$ cat config.mk
export PLATFORM = sky130hd
export DESIGN_NAME = apsk_mapper
export DESIGN_NICKNAME = d
export VERILOG_FILES = /design/src/rtl/apsk_pkg.sv /design/src/rtl/apsk_map_rom.sv /design/src/rtl/apsk_mapper.sv
export SDC_FILE = /design/constraint.sdc
export NUM_CORES = 1
export LEC_CHECK = 0
export CAP_MARGIN = 25
export CORE_MARGIN = 3
export CORE_UTILIZATION = 35
export DETAILED_ROUTE_END_ITERATION = 12
export SLEW_MARGIN = 20
export SYNTH_ARGS = -nofsm -noshare
export SYNTH_HDL_FRONTEND = slang
export SYNTH_SLANG_ARGS = --single-unit
$ cat constraint.sdc
create_clock -name clk -period 6.8 [get_ports clk]
set_clock_uncertainty 0.2 [all_clocks]
set_input_delay 0.68 -clock clk [delete_from_list [all_inputs] [get_ports clk]]
set_output_delay 0.68 -clock clk [all_outputs]
set_load 0.03 [all_outputs]
$ cat src/rtl/apsk_pkg.sv
// Shared APSK definitions: mode encodings, bits per symbol, FSM states and
// first-quadrant constellation points (Q7.10). The demapper table uses the same points.
package apsk_pkg;

  localparam int unsigned PT_W    = 18;
  localparam int unsigned PT_FRAC = 10;
  localparam int unsigned MODE_W  = 3;
  localparam int unsigned ACC_W   = 13;
  localparam int unsigned CNT_W   = 4;
  localparam int unsigned IDX_W   = 6;
  localparam int unsigned BASE_W  = 4;

  typedef enum logic [MODE_W-1:0] {
    MODE_QPSK   = 3'd0,
    MODE_8PSK   = 3'd1,
    MODE_16APSK = 3'd2,
    MODE_32APSK = 3'd3,
    MODE_64APSK = 3'd4
  } mode_e;

  typedef enum logic [1:0] {
    ST_IDLE  = 2'd0,
    ST_RUN   = 2'd1,
    ST_FLUSH = 2'd2
  } state_e;

  typedef struct packed {
    logic signed [PT_W-1:0] re;
    logic signed [PT_W-1:0] im;
  } point_t;

  function automatic logic [CNT_W-1:0] bits_per_mode(input logic [MODE_W-1:0] mode);
    case (mode_e'(mode))
      MODE_QPSK:   return CNT_W'(2);
      MODE_8PSK:   return CNT_W'(3);
      MODE_16APSK: return CNT_W'(4);
      MODE_32APSK: return CNT_W'(5);
      MODE_64APSK: return CNT_W'(6);
      default:     return CNT_W'(0);
    endcase
  endfunction

  function automatic logic mode_valid(input logic [MODE_W-1:0] mode);
    return bits_per_mode(mode) != '0;
  endfunction

  function automatic point_t pt(input int re, input int im);
    point_t p;
    p.re = PT_W'(re);
    p.im = PT_W'(im);
    return p;
  endfunction

  // Index bit0 negates re, bit1 negates im; upper bits select a first-quadrant point, inner ring first.
  function automatic point_t base_point(input logic [MODE_W-1:0] mode, input logic [BASE_W-1:0] base);
    point_t p;
    p = pt(0, 0);
    case (mode_e'(mode))
      MODE_QPSK: p = pt(724, 724);
      MODE_8PSK: p = base[0] ? pt(392, 946) : pt(946, 392);
      MODE_16APSK: begin
        case (base[1:0])
          2'd0:    p = pt(283, 283);
          2'd1:    p = pt(989, 265);
          2'd2:    p = pt(724, 724);
          default: p = pt(265, 989);
        endcase
      end
      MODE_32APSK: begin
        case (base[2:0])
          3'd0:    p = pt(212, 212);
          3'd1:    p = pt(628, 168);
          3'd2:    p = pt(460, 460);
          3'd3:    p = pt(168, 628);
          3'd4:    p = pt(1004, 200);
          3'd5:    p = pt(851, 569);
          3'd6:    p = pt(569, 851);
          default: p = pt(200, 1004);
        endcase
      end
      MODE_64APSK: begin
        case (base)
          4'd0:    p = pt(141, 141);
          4'd1:    p = pt(435, 116);
          4'd2:    p = pt(318, 318);
          4'd3:    p = pt(116, 435);
          4'd4:    p = pt(721, 114);
          4'd5:    p = pt(650, 331);
          4'd6:    p = pt(516, 516);
          4'd7:    p = pt(331, 650);
          4'd8:    p = pt(114, 721);
          4'd9:    p = pt(1018, 115);
          4'd10:   p = pt(967, 338);
          4'd11:   p = pt(867, 545);
          4'd12:   p = pt(724, 724);
          4'd13:   p = pt(545, 867);
          4'd14:   p = pt(338, 967);
          default: p = pt(115, 1018);
        endcase
      end
      default: p = pt(0, 0);
    endcase
    return p;
  endfunction

endpackage

$ cat src/rtl/apsk_map_rom.sv
// Combinational constellation lookup: (mode, symbol index) -> Q7.10 point.
import apsk_pkg::*;

module apsk_map_rom (
  input  logic [MODE_W-1:0]      i_mode,
  input  logic [IDX_W-1:0]       i_index,
  output logic signed [PT_W-1:0] o_re,
  output logic signed [PT_W-1:0] o_im
);

  point_t w_base;
  logic signed [PT_W-1:0] w_re;
  logic signed [PT_W-1:0] w_im;

  always_comb begin
    w_base = base_point(i_mode, i_index[IDX_W-1:2]);
    w_re   = w_base.re;
    w_im   = w_base.im;
    o_re   = i_index[0] ? -w_re : w_re;
    o_im   = i_index[1] ? -w_im : w_im;
  end

endmodule

$ cat src/rtl/apsk_mapper.sv
// Byte-stream to APSK symbol mapper (QPSK..64APSK) with valid/ready on both sides.
// Optional per-frame accepted-symbol counter o_sym_cnt under APSK_MAPPER_SYMCNT_EN.
import apsk_pkg::*;

module apsk_mapper #(
  parameter int unsigned WORDLENGTH = 18,
  parameter int unsigned FRACTION   = 10
) (
  input  logic                         clk,
  input  logic                         rst_n,
  input  logic [MODE_W-1:0]            Mode,
  input  logic [7:0]                   i_data,
  input  logic                         i_valid,
  input  logic                         i_last,
  output logic                         o_ready,
  output logic signed [WORDLENGTH-1:0] o_re,
  output logic signed [WORDLENGTH-1:0] o_im,
  output logic                         o_valid,
  input  logic                         i_ready,
  output logic                         o_last,
`ifdef APSK_MAPPER_SYMCNT_EN
  output logic                         o_err,
  output logic [15:0]                  o_sym_cnt
`else
  output logic                         o_err
`endif
);

  state_e                       r_state;
  logic [MODE_W-1:0]            r_mode;
  logic [ACC_W-1:0]             r_acc;
  logic [CNT_W-1:0]             r_cnt;
  logic                         r_ready;
  logic                         r_valid;
  logic                         r_last;
  logic                         r_err;
  logic signed [WORDLENGTH-1:0] r_re;
  logic signed [WORDLENGTH-1:0] r_im;

  state_e                       w_state_nx;
  logic [MODE_W-1:0]            w_mode;
  logic [MODE_W-1:0]            w_mode_nx;
  logic [MODE_W-1:0]            w_ready_mode;
  logic [CNT_W-1:0]             w_k;
  logic [CNT_W-1:0]             w_cnt;
  logic [CNT_W-1:0]             w_cnt_nx;
  logic [ACC_W-1:0]             w_acc;
  logic [ACC_W-1:0]             w_win;
  logic [IDX_W-1:0]             w_mask;
  logic [IDX_W-1:0]             w_idx;
  logic                         w_accept;
  logic                         w_flushing;
  logic                         w_out_hs;
  logic                         w_out_free;
  logic                         w_pad;
  logic                         w_load;
  logic                         w_final;
  logic signed [PT_W-1:0]       w_rom_re;
  logic signed [PT_W-1:0]       w_rom_im;
  logic signed [WORDLENGTH-1:0] w_re_s;
  logic signed [WORDLENGTH-1:0] w_im_s;

  // Accepted bytes and a symbol load may share a cycle, so the load sees the appended accumulator.
  always_comb begin
    w_mode     = (r_state == ST_IDLE) ? Mode : r_mode;
    w_k        = bits_per_mode(w_mode);
    w_accept   = i_valid && r_ready && mode_valid(w_mode);
    w_acc      = w_accept ? ACC_W'({r_acc, i_data}) : r_acc;
    w_cnt      = w_accept ? (r_cnt + CNT_W'(8)) : r_cnt;
    w_flushing = (r_state == ST_FLUSH) || (w_accept && i_last);
    w_out_hs   = r_valid && i_ready;
    w_out_free = !r_valid || i_ready;
    w_pad      = w_flushing && (w_cnt != '0) && (w_cnt < w_k);
    w_load     = w_out_free && (w_cnt != '0) && ((w_cnt >= w_k) || w_pad);
    w_mask     = IDX_W'((7'd1 << w_k) - 7'd1);
    w_win      = w_pad ? (w_acc << (w_k - w_cnt)) : (w_acc >> (w_cnt - w_k));
    w_idx      = IDX_W'(w_win) & w_mask;
    w_cnt_nx   = w_cnt;
    if (w_load) begin
      w_cnt_nx = w_pad ? '0 : (w_cnt - w_k);
    end
    w_final    = w_load && w_flushing && (w_cnt_nx == '0);

    w_state_nx = r_state;
    case (r_state)
      ST_IDLE:  if (w_accept) w_state_nx = i_last ? ST_FLUSH : ST_RUN;
      ST_RUN:   if (w_accept && i_last) w_state_nx = ST_FLUSH;
      ST_FLUSH: if (w_out_hs && r_last) w_state_nx = ST_IDLE;
      default:  w_state_nx = ST_IDLE;
    endcase

    w_mode_nx    = ((r_state == ST_IDLE) && w_accept) ? Mode : r_mode;
    w_ready_mode = (w_state_nx == ST_IDLE) ? Mode : w_mode_nx;
  end

  apsk_map_rom u_rom (
    .i_mode  (w_mode),
    .i_index (w_idx),
    .o_re    (w_rom_re),
    .o_im    (w_rom_im)
  );

  // Rescale the Q7.10 table to the configured output format.
  if (FRACTION >= PT_FRAC) begin : g_scale_up
    assign w_re_s = WORDLENGTH'(w_rom_re) <<< (FRACTION - PT_FRAC);
    assign w_im_s = WORDLENGTH'(w_rom_im) <<< (FRACTION - PT_FRAC);
  end else begin : g_scale_down
    assign w_re_s = WORDLENGTH'(w_rom_re >>> (PT_FRAC - FRACTION));
    assign w_im_s = WORDLENGTH'(w_rom_im >>> (PT_FRAC - FRACTION));
  end

  always_ff @(posedge clk or negedge rst_n) begin
    if (!rst_n) begin
      r_state <= ST_IDLE;
      r_mode  <= '0;
      r_acc   <= '0;
      r_cnt   <= '0;
      r_ready <= 1'b0;
      r_err   <= 1'b0;
      r_valid <= 1'b0;
      r_last  <= 1'b0;
      r_re    <= '0;
      r_im    <= '0;
    end else begin
      r_state <= w_state_nx;
      r_mode  <= w_mode_nx;
      r_acc   <= w_acc;
      r_cnt   <= w_cnt_nx;
      r_ready <= (w_state_nx != ST_FLUSH) && mode_valid(w_ready_mode)
                 && (w_cnt_nx < bits_per_mode(w_ready_mode));
      r_err   <= (w_state_nx == ST_IDLE) && !mode_valid(Mode);
      if (w_load) begin
        r_valid <= 1'b1;
        r_re    <= w_re_s;
        r_im    <= w_im_s;
        r_last  <= w_final;
      end else if (i_ready) begin
        r_valid <= 1'b0;
        r_last  <= 1'b0;
      end
    end
  end

`ifdef APSK_MAPPER_SYMCNT_EN
  logic [15:0] r_sym_cnt;

  always_ff @(posedge clk or negedge rst_n) begin
    if (!rst_n) begin
      r_sym_cnt <= '0;
    end else if (r_state == ST_IDLE) begin
      r_sym_cnt <= '0;
    end else if (w_out_hs && (r_sym_cnt != 16'hFFFF)) begin
      r_sym_cnt <= r_sym_cnt + 16'd1;
    end
  end

  assign o_sym_cnt = r_sym_cnt;
`endif

  assign o_ready = r_ready;
  assign o_err   = r_err;
  assign o_valid = r_valid;
  assign o_last  = r_last;
  assign o_re    = r_re;
  assign o_im    = r_im;

endmodule

# Yosys cells after proc, flatten, opt, wreduce, memory -nomap -nowiden
# Memory sizes are Yosys's and may differ from the RTL's.
# Cells that the tools add are included.
[classes] add_sub_neg=6 magnitude_cmp=3 n_eq_ne=23 shift=3 n_mux=25 bitwise=1 reduce_logical=33
[ops] cell="28-bit case mux with 7 select lines" count=1
[ops] cell="36-bit case mux with 5 select lines" count=1
[ops] cell="28-bit case mux with 3 select lines" count=1
[ops] cell="3-bit case mux with 5 select lines" count=3
[ops] cell="18-bit 2-to-1 mux" count=2
[ops] cell="18-bit negator" count=2
[ops] cell="28-bit 2-to-1 mux" count=1
[ops] cell="3-bit by 2-bit equality test with 1-bit output (second input constant)" count=8
[ops] cell="3-bit equality test (second input constant)" count=6
[ops] cell="4-bit nonzero test" count=4
[ops] cell="1-bit logical AND" count=15
[ops] cell="13-bit 2-to-1 mux" count=1
[ops] cell="13-bit by 4-bit << shifter with 6-bit output" count=1
[ops] cell="13-bit by 4-bit right shift with 6-bit output" count=1
[ops] cell="3-bit by 1-bit equality test with 1-bit output (second input constant)" count=4
[ops] cell="3-bit zero test" count=4
[ops] cell="4-bit 2-to-1 mux" count=3
[ops] cell="3-bit 2-to-1 mux" count=3
[ops] cell="4-bit less-than comparator" count=2
[ops] cell="2-bit 2-to-1 mux" count=4
[ops] cell="4-bit subtractor" count=2
[ops] cell="6-bit bitwise AND" count=1
[ops] cell="2-bit zero test" count=3
[ops] cell="6-bit 2-to-1 mux" count=1
[ops] cell="other kinds (13)" count=20
[totals] register_bits=62 romBits=320 input_bits=16 out_inout_bits=40 wordCells=105 memories=1
[mem_list] name="(name not given)" depth=16 width=20 read_ports=1 rd_ports_with_merged_regs=0 write_ports=0 line="apsk_pkg.sv:82" source="case (base)"

# Longest topological paths before layout
[depth] ltp_word=17 ltp_mapped=30 mapped_depth_nobuf=25

# Cells and area by module
# From an unflattened synthesis, not the netlist that was laid out.
[hier_totals] cells_unflattened=599 area_unflattened_um2=5651.7
[by_module_without_submodules] module="apsk_mapper" n_inst=1 cells_each=332 area_each_um2=3927.5 seq_area_each_um2=1551.5
[by_module_without_submodules] module="apsk_map_rom" n_inst=1 cells_each=267 area_each_um2=1724.2 seq_area_each_um2=0.0

# Least setup slack after synthesis
# Ideal clock, no wire load.
[synth_path] path_kind="input to register" start="input port Mode[0]" end="register r_re[8], in the netlist o_re[8]" setup_time_ns=0.069 arrival_ns=6.374 t_required_ns=6.531 setup_slack_ns=0.157 stages=29 n_path_buf=5 cell_sequence="buf_2 > or4_1 > o221a_2 > buf_12 > inv_8 > buf_4 > o21ai_0 > inv_1 > ha_1 > clkbuf_2 > a21oi_1 > nand2_1 > nor3_1 > or2_0 > clkbuf_4 > nand4_1 > a21o_1 > a21oi_2 > inv_2 > ha_1 > nor2_1 > o211ai_1 > o32ai_2 > ha_1 > inv_1 > a2111oi_0 > nand2_1 > or4_1 > nand3_1"
[synth_via] elab_chain_cells=16 word_cells_on_any_way=46 classes_between="add/sub (4); order compare (2); eq/ne (12); shift (3); mux (10); bitwise (1); reduce/logical (13); memory (1)"
[synth_lines] item="from (decl)" line="apsk_mapper.sv:11" source="input logic [MODE_W-1:0] Mode,"
[synth_lines] item="3-bit 2-to-1 mux *" line="apsk_mapper.sv:65" source="w_mode = (r_state == ST_IDLE) ? Mode : r_mode;"
[synth_lines] item="branches (longest 15 deep; another with memory 16 x 20 bit)"
[synth_lines] item="to (signal assigned)" line="apsk_mapper.sv:134" source="r_re <= w_re_s;"
[synth_lines] item="to (decl)" line="apsk_mapper.sv:37" source="logic signed [WORDLENGTH-1:0] r_re;"
# Mark *: on every way between the ends.
# A chain may end at the register's enable or synchronous reset.

# Worst setup path after layout
[layout_path] start="input port Mode[0]" end="register r_re[16], in the netlist o_re[16]"
# Same word-level chain as after synthesis.

==> qor.txt <==
Syn avg cell area = 8.628 sq um
Chip Height = 138.1 um
Synth Area in Adders = 0.05080
Vias in the first global route = 5710
Post-synthesis mux area share = 0.07907
Post-synth cell types = 114
Drt drc = 0
Syn Nets = 747
Status = completed
Rows = 47
Setup Viol. Count Final = 0
Grt total ovfl = 0
Ant diodes = 0
Drt first pass iters = 7
Setup TNS = 0 ps
Crit path cell chain = clkdlybuf4s50_1 > or3b_2 > nand2_1 > nand2_1 > inv_1 > ha_1 > inv_1 > mux4_1 > a22oi_1 > o22ai_2 > and2_2 > inv_4 > buf_4 > ha_1 > inv_1 > o211ai_1 > o21ai_1 > a311oi_4 > nand4_4 > o41a_1 > a21o_1
FF+latch area = 1551 sq um
Setup crit end = o_re[16]$_DFFE_PN0P_
Longest Clk Path Bufs = 2
Multi-input gate area = 4110 sq um
Initial antenna violation count = 0
R2R setup slack = 710 ps
Worst skew pair latency = 350 ps
Kind of critical path = primary input to flop
FF-to-FF path depth = 20
Largest net degree at the start of global routing = 70
Via density = 5.825
Share of layout cells above drive strength 1 = 0.2010
Worst setup EP type = flop
Initial Util = 0.3632
End of the worst register-to-register path = o_re[16]$_DFFE_PN0P_
Fin. max-slew vios = 0
Least-Margin Pin Slew = 822.6 ps
Total number of vias = 5918
Min cycle time layout = 6338 ps
EDFF count, synth = 0
Most frequent cells in the layout = 85 x nand2_1, 65 x buf_4, 62 x dfrtp_1
Post-DRT Antenna Nets = 0
Max stage delay on crit path = 650 ps
Core box area = 16820 sq um
Fill cell count = 1707
Slew HR = 0.4516
CP top delay family = compound AO/OA/AOI/OAI gates
CP Data Required Time = 6840 ps
Most common cell after layout, fill and taps aside = nand2_1
Synth Area in Simple Gates = 0.2196
CTS Buf Count = 9
CTS root buffer = clkbuf_16
Arr. time, crit path = 6370 ps
Worst R2R Start = r_state[0]$_DFF_PN0_
Register area share after synthesis = 0.2540
Tot GR Track Use = 0.2005
Die width = 138.1 um
# IOs = 56
#FFs+latches synth = 62
Final RePlAce weighted congestion = 1.053
Final period utilization = 0.9321
Ys Warns = 0
Post-Synth XOR/XNOR Area = 0.03380
Post-synthesis compound-gate area fraction = 0.2812
Max-cap violations = 0
Post-DP Area = 7051 sq um
CP Buf/Inv Count = 6
Final Hold Viols = 0
Die area = 19070 sq um
Syn Inst Count = 708
Critical path depth = 21
Global-route wire length before repair = 31530 um
Largest family of logic cells by synthesized area = compound AO/OA/AOI/OAI gates
Fin util = 0.4399
Critical path peak fanout = 8
Total Routed Length = 19390 um
Port bufs = 55
H-tree level count = 3
Synth Cell Area = 6108 sq um
Ys flop type = dfrtp_1
Worst Setup SP = Mode[0]
CP max stage cell = mux4_1
Hpwl dp = 14700 um
Worst-path clk slew = 60 ps
Clock Sinks = 62
Min-delay worst type = flop to flop
CTS tree = yes
Average wire per standard cell = 19.08 um
Fmax = 0.1578 GHz
Post-CTS Repair Setup Buffers = 0
Design area = 7398 sq um
Nets = 830
Synthesis-to-finish area growth = 21.12%
1st-iter DRT viols = 647
Most frequent CP cell = inv_1
Ys async rst share = 1.000
Worst Setup Start Kind = primary input
## per-stage QoR
step	setup slack, ps	std cells	hold slack, ps
2_1_floorplan	156.7	708	184.4
4_1_cts	339.4	1016	276.9
3_3_place_gp	42.98	1000	253.9
5_1_grt	-14.12	1016	298.3
3_5_place_dp	-4.493	1000	263.9
6_report	461.7	1016	267.1
## how the worst min path moves through the flow
stage / startpoint / endpoint / cells past startpoint
final: o_re[17]$_DFFE_PN0P_ / o_re[17]$_DFFE_PN0P_ / 2
after global routing: o_re[17]$_DFFE_PN0P_ / o_re[17]$_DFFE_PN0P_ / 2
after CTS: o_re[17]$_DFFE_PN0P_ / o_re[17]$_DFFE_PN0P_ / 2
after detailed placement: o_re[17]$_DFFE_PN0P_ / o_re[17]$_DFFE_PN0P_ / 2
after global placement: o_re[17]$_DFFE_PN0P_ / o_re[17]$_DFFE_PN0P_ / 2
after floorplan: rst_n / o_err$_DFF_PN0_ / 0
## state kept, by name (all words and copies together), names as in the netlist
name / flops
o_err: 1
o_im: 18
o_last: 1
o_re: 18
o_ready: 1
o_valid: 1
r_acc: 13
r_cnt: 4
r_mode: 3
r_state: 2
## per-layer routing
metal  vias to the layer above  GRT usage  part of all wire
li1                       2812          -                 -
met4                         0    0.07280             0.030
met3                        47    0.03764             0.076
met2                       273     0.3037              0.45
met1                      2786     0.2858              0.45
met5                         -          0                 0
## logic make-up after synthesis
kind of cell               after synthesis
and+or+nand+nor                        256
muxes                                   39
DFF                                     62
xor gates and xnor gates                20
buffers and inverters                   76
adders and majority gates               23
AOI/OAI and AO/OA                      231
other                                    1
## final cells by class
type / count / share of cell area
Clock buffer: 9 / 0.03044
Clock inverter: 7 / 0.01082
Inverter: 28 / 0.01657
Multi-Input combinational cell: 570 / 0.5556
Sequential cell: 62 / 0.2097
Tap cell: 220 / 0.03721
Timing Repair Buffer: 120 / 0.1397
## synthesized netlist by cell type (14+ instances only)
cell / number / share of area
nand2_1: 85 / 0.052
dfrtp_1: 62 / 0.25
o21ai_0: 55 / 0.045
nor2_1: 45 / 0.028
a21oi_1: 41 / 0.034
nand3_1: 31 / 0.025
inv_1: 24 / 0.015
clkbuf_1: 22 / 0.014
nor3_1: 21 / 0.017
ha_1: 20 / 0.041
mux2i_1: 19 / 0.031
a21o_1: 15 / 0.018
mux2_2: 14 / 0.026
## worst register-to-register path: stages (launching register included)
cell	delay (ps)
dfrtp_1	500
or3b_2	520
nand2_1	110
nand2_1	80
inv_1	140
ha_1	370
inv_1	290
mux4_1	650
a22oi_1	310
o22ai_2	170
and2_2	260
inv_4	110
buf_4	160
ha_1	250
inv_1	80
o211ai_1	290
o21ai_1	150
a311oi_4	420
nand4_4	230
o41a_1	520
a21o_1	180
## timing repair
action	4_1_cts	5_1_grt
resized for setup	0	8
endpoints found under the setup margin	0	22
hold buffers	0	0
Power is left out: the tool's default activity adds up to more than one toggle a clock period on the data nets, which glitch-free logic cannot reach.
==> RTL edit (same settings) <==
Build with the macro `APSK_MAPPER_SYMCNT_EN` defined.
--- a/src/rtl/apsk_mapper.sv
+++ b/src/rtl/apsk_mapper.sv
@@ -1,5 +1,7 @@
 // Byte-stream to APSK symbol mapper (QPSK..64APSK) with valid/ready on both sides.
 // Optional per-frame accepted-symbol counter o_sym_cnt under APSK_MAPPER_SYMCNT_EN.
+`define APSK_MAPPER_SYMCNT_EN
+
 import apsk_pkg::*;
 
 module apsk_mapper #(
Formal check against the unedited RTL (old outputs only; new: o_sym_cnt): equivalent (Yosys induction, for registers that start in step).
==> RTL edit against the unedited design <==
  * Via count grew 23%
  * Area after synthesis rose by 14%
  * Sequential share of layout area up 1.6 points
  * Wire length grew 21%
  * Worst hold slack lost 190 ps
  * First-iteration DRC count fell by 2.9%
  * Synthesized cell count rose by 19%
  * Sequential cell count increased by 16
  * Design area increased by 17%
  * Setup slack got worse by 2.8 ps
  * Die area rose by 13%
Power is not shown: default switching activity piles up to over one toggle a cycle in this logic, so the estimate is an artifact.
==> RTL edit: results (changes against the unedited design) <==
Route
The residual antenna-violating net count after detailed routing is 0 (unchanged). The total length of routed wires is 23.5 mm (was 19.4 mm). The routed length on met2 came to 10.4 mm (was 8.63 mm). The met3 wire length is 1.83 mm (was 1.48 mm). The count of TritonRoute iterations in the first routing pass was 5 (was 7).

The iteration-0 DRC count of the detailed router is 628 (was 647). The average vias per placed instance is 6.03 (was 5.82). The detailed-route wire length on metal 1 is 10.6 mm (was 8.70 mm). The uppermost metal layer occupied by signal nets is met4 (unchanged).

CTS
The number of CTS-inserted buffers is 9 (unchanged). The number of hold-repair buffers added at the cts stage came to 0 (unchanged). The deepest clock path buffer count is 2 (unchanged).

The clock transition at the registers of the reported paths is 70 ps. The number of levels the H-tree was split into came to 3 (unchanged). The clock insertion delay at the later pin of the skew report was 350 ps (about the same).

Setup path
The arrival time reported for the critical path endpoint is 6370 ps (about the same). The critical-path cell with the highest stage delay is clkdlybuf4s50_1 (was mux4_1). The highest net fanout along the worst path is 8 (unchanged).

The peak per-stage delay on the critical path is 510 ps (was 650 ps).

Cells and area
The share of layout cells above drive strength 1 is 14.1% (was 20.1%). The number of inserted filler cells in the final layout is 1857 (was 1707). The layout net count is 981 (was 830). The antenna diode count is 0 (unchanged).

Global routing
The first-pass GRT wire length is 37.7 mm (was 31.5 mm). The via count of the first global-routing pass came to 6866 (was 5710). The total routing resource utilization after global routing came to 21.4% (was 20.0%). The largest net degree at the start of global routing is 46 (was 70).

The initial antenna violation count is 0 (unchanged).

Place
The number of buffers added on ports was 71 (was 55). The post-placement setup slack is -61.3 ps (was -4.49 ps). The routability congestion estimate from global placement was 0.992 (was 1.05). The post-DP HPWL is 17.4 mm (was 14.7 mm).

Synth
Largest cells by area after synthesis: dfrtp_1 28%, nand2_1 5.0%, mux2i_1 4.3%, nor2_1 3.8%, nand3_1 3.8% (was dfrtp_1 25%, nand2_1 5.2%, o21ai_0 4.5%, ha_1 4.1%, a21oi_1 3.4%). The synthesized net count is 882 (was 747). The share of synthesized registers carrying an async set or reset was 100% (unchanged).

The library cell occupying the most area in the post-synthesis netlist was dfrtp_1 (unchanged). The count of yosys warnings during synthesis is 0 (unchanged). The share of the yosys chip area belonging to registers is 28.1% (was 25.4%). Top cell types by occurrence after synthesis: 93 x nand2_1, 78 x dfrtp_1, 71 x nor2_1 (was 85 x nand2_1, 62 x dfrtp_1, 55 x o21ai_0). The fraction of post-synthesis cell area in the top cell type by area was 28.1% (was 25.4%).

The distinct cell type count of the synthesized netlist came to 96 (was 114).

Timing
The slew at the pin with the worst max-slew slack is 925 ps (was 823 ps). The count of endpoints failing hold in the final timing report was 0 (unchanged). The number of setup violations in the final report is 0 (unchanged).

Hold path
The type of the worst min-delay path was in -> async (was reg -> reg).

Outcome
Run status: finished, final reports clean (unchanged).
## RTL edit: cell count changes after synthesis, moves of 14 or more
cell,delta
nand4_1,+14
dfrtp_1,+16
nand3_1,+22
nor2_1,+26
## RTL edit: per-layer routing
layer  GRT usage [%]  vias up
met1            30.3     3493
met4            6.80        0
met2            32.5      328
met5               0        -
met3            4.84       65
li1                -     3384
## RTL edit: path summary, 6_finish.rpt
path	slack (ps)	startpoint	end	cells past startpoint
max	460	Mode[2]	o_re[9]$_DFFE_PN0P_	22
min in group clk	280	o_im[2]$_DFFE_PN0P_	o_im[2]$_DFFE_PN0P_	2
min	80	rst_n	r_acc[10]$_DFF_PN0_	1
max reg2reg	510	r_state[1]$_DFF_PN0_	o_re[9]$_DFFE_PN0P_	20
max in group asynchronous	5360	rst_n	o_im[9]$_DFFE_PN0P_	2
min reg2reg	280	o_im[2]$_DFFE_PN0P_	o_im[2]$_DFFE_PN0P_	2
## RTL edit: cells by family (layout without fill, tap and decap cells)
| kind of cell | Yosys count | in the layout | share of synthesized area, % |
|---|---|---|---|
| multiplexers | 37 | 37 | 5.62 |
| buffers and inverters | 76 | 180 | 4.99 |
| XOR/XNOR | 27 | 27 | 3.82 |
| AO/OA/AOI/OAI | 259 | 259 | 27.8 |
| AND/OR/NAND/NOR | 340 | 340 | 25.0 |
| flip-flops | 78 | 78 | 28.1 |
| adder cells (fa/ha/maj) | 24 | 24 | 4.64 |
| other | 1 | 1 | 0.0540 |
## RTL edit: critical path, delay by kind of cell
| kind | cells | cell delay [ps] |
|---|---|---|
| XOR/XNOR | 1 | 380 |
| AND/OR/NAND/NOR | 7 | 1830 |
| buffers and inverters | 5 | 1070 |
| AO/OA/AOI/OAI | 7 | 1790 |
| adder cells (fa/ha/maj) | 2 | 630 |
## RTL edit: per-stage QoR
step | util [%] | hold slack [ps] | cells | area [um2]
4_1_cts | 45.0 | 105 | 1204 | 8580
3_5_place_dp | 43.2 | 274 | 1188 | 8250
5_1_grt | 45.3 | 116 | 1206 | 8640
3_3_place_gp | 43.2 | 266 | 1188 | 8250
2_1_floorplan | - | 184 | 842 | 6950
6_report | 45.3 | 80.0 | 1206 | 8640
## RTL edit: timing repair
item / CTS / global route
resized for setup: 0 / 7
endpoints found under the setup margin: 0 / 26
buffers inserted: 0 / 2
## RTL edit: final cells by class
class,instances,area [um2],area share [%]
Clock buffer,11,233,2.69
Inverter,27,101,1.17
Tap cell,260,325,3.76
Sequential cell,78,1950,22.6
Multi-Input combinational cell,688,4710,54.5
Clock inverter,5,106,1.23
Timing Repair Buffer,137,1220,14.1
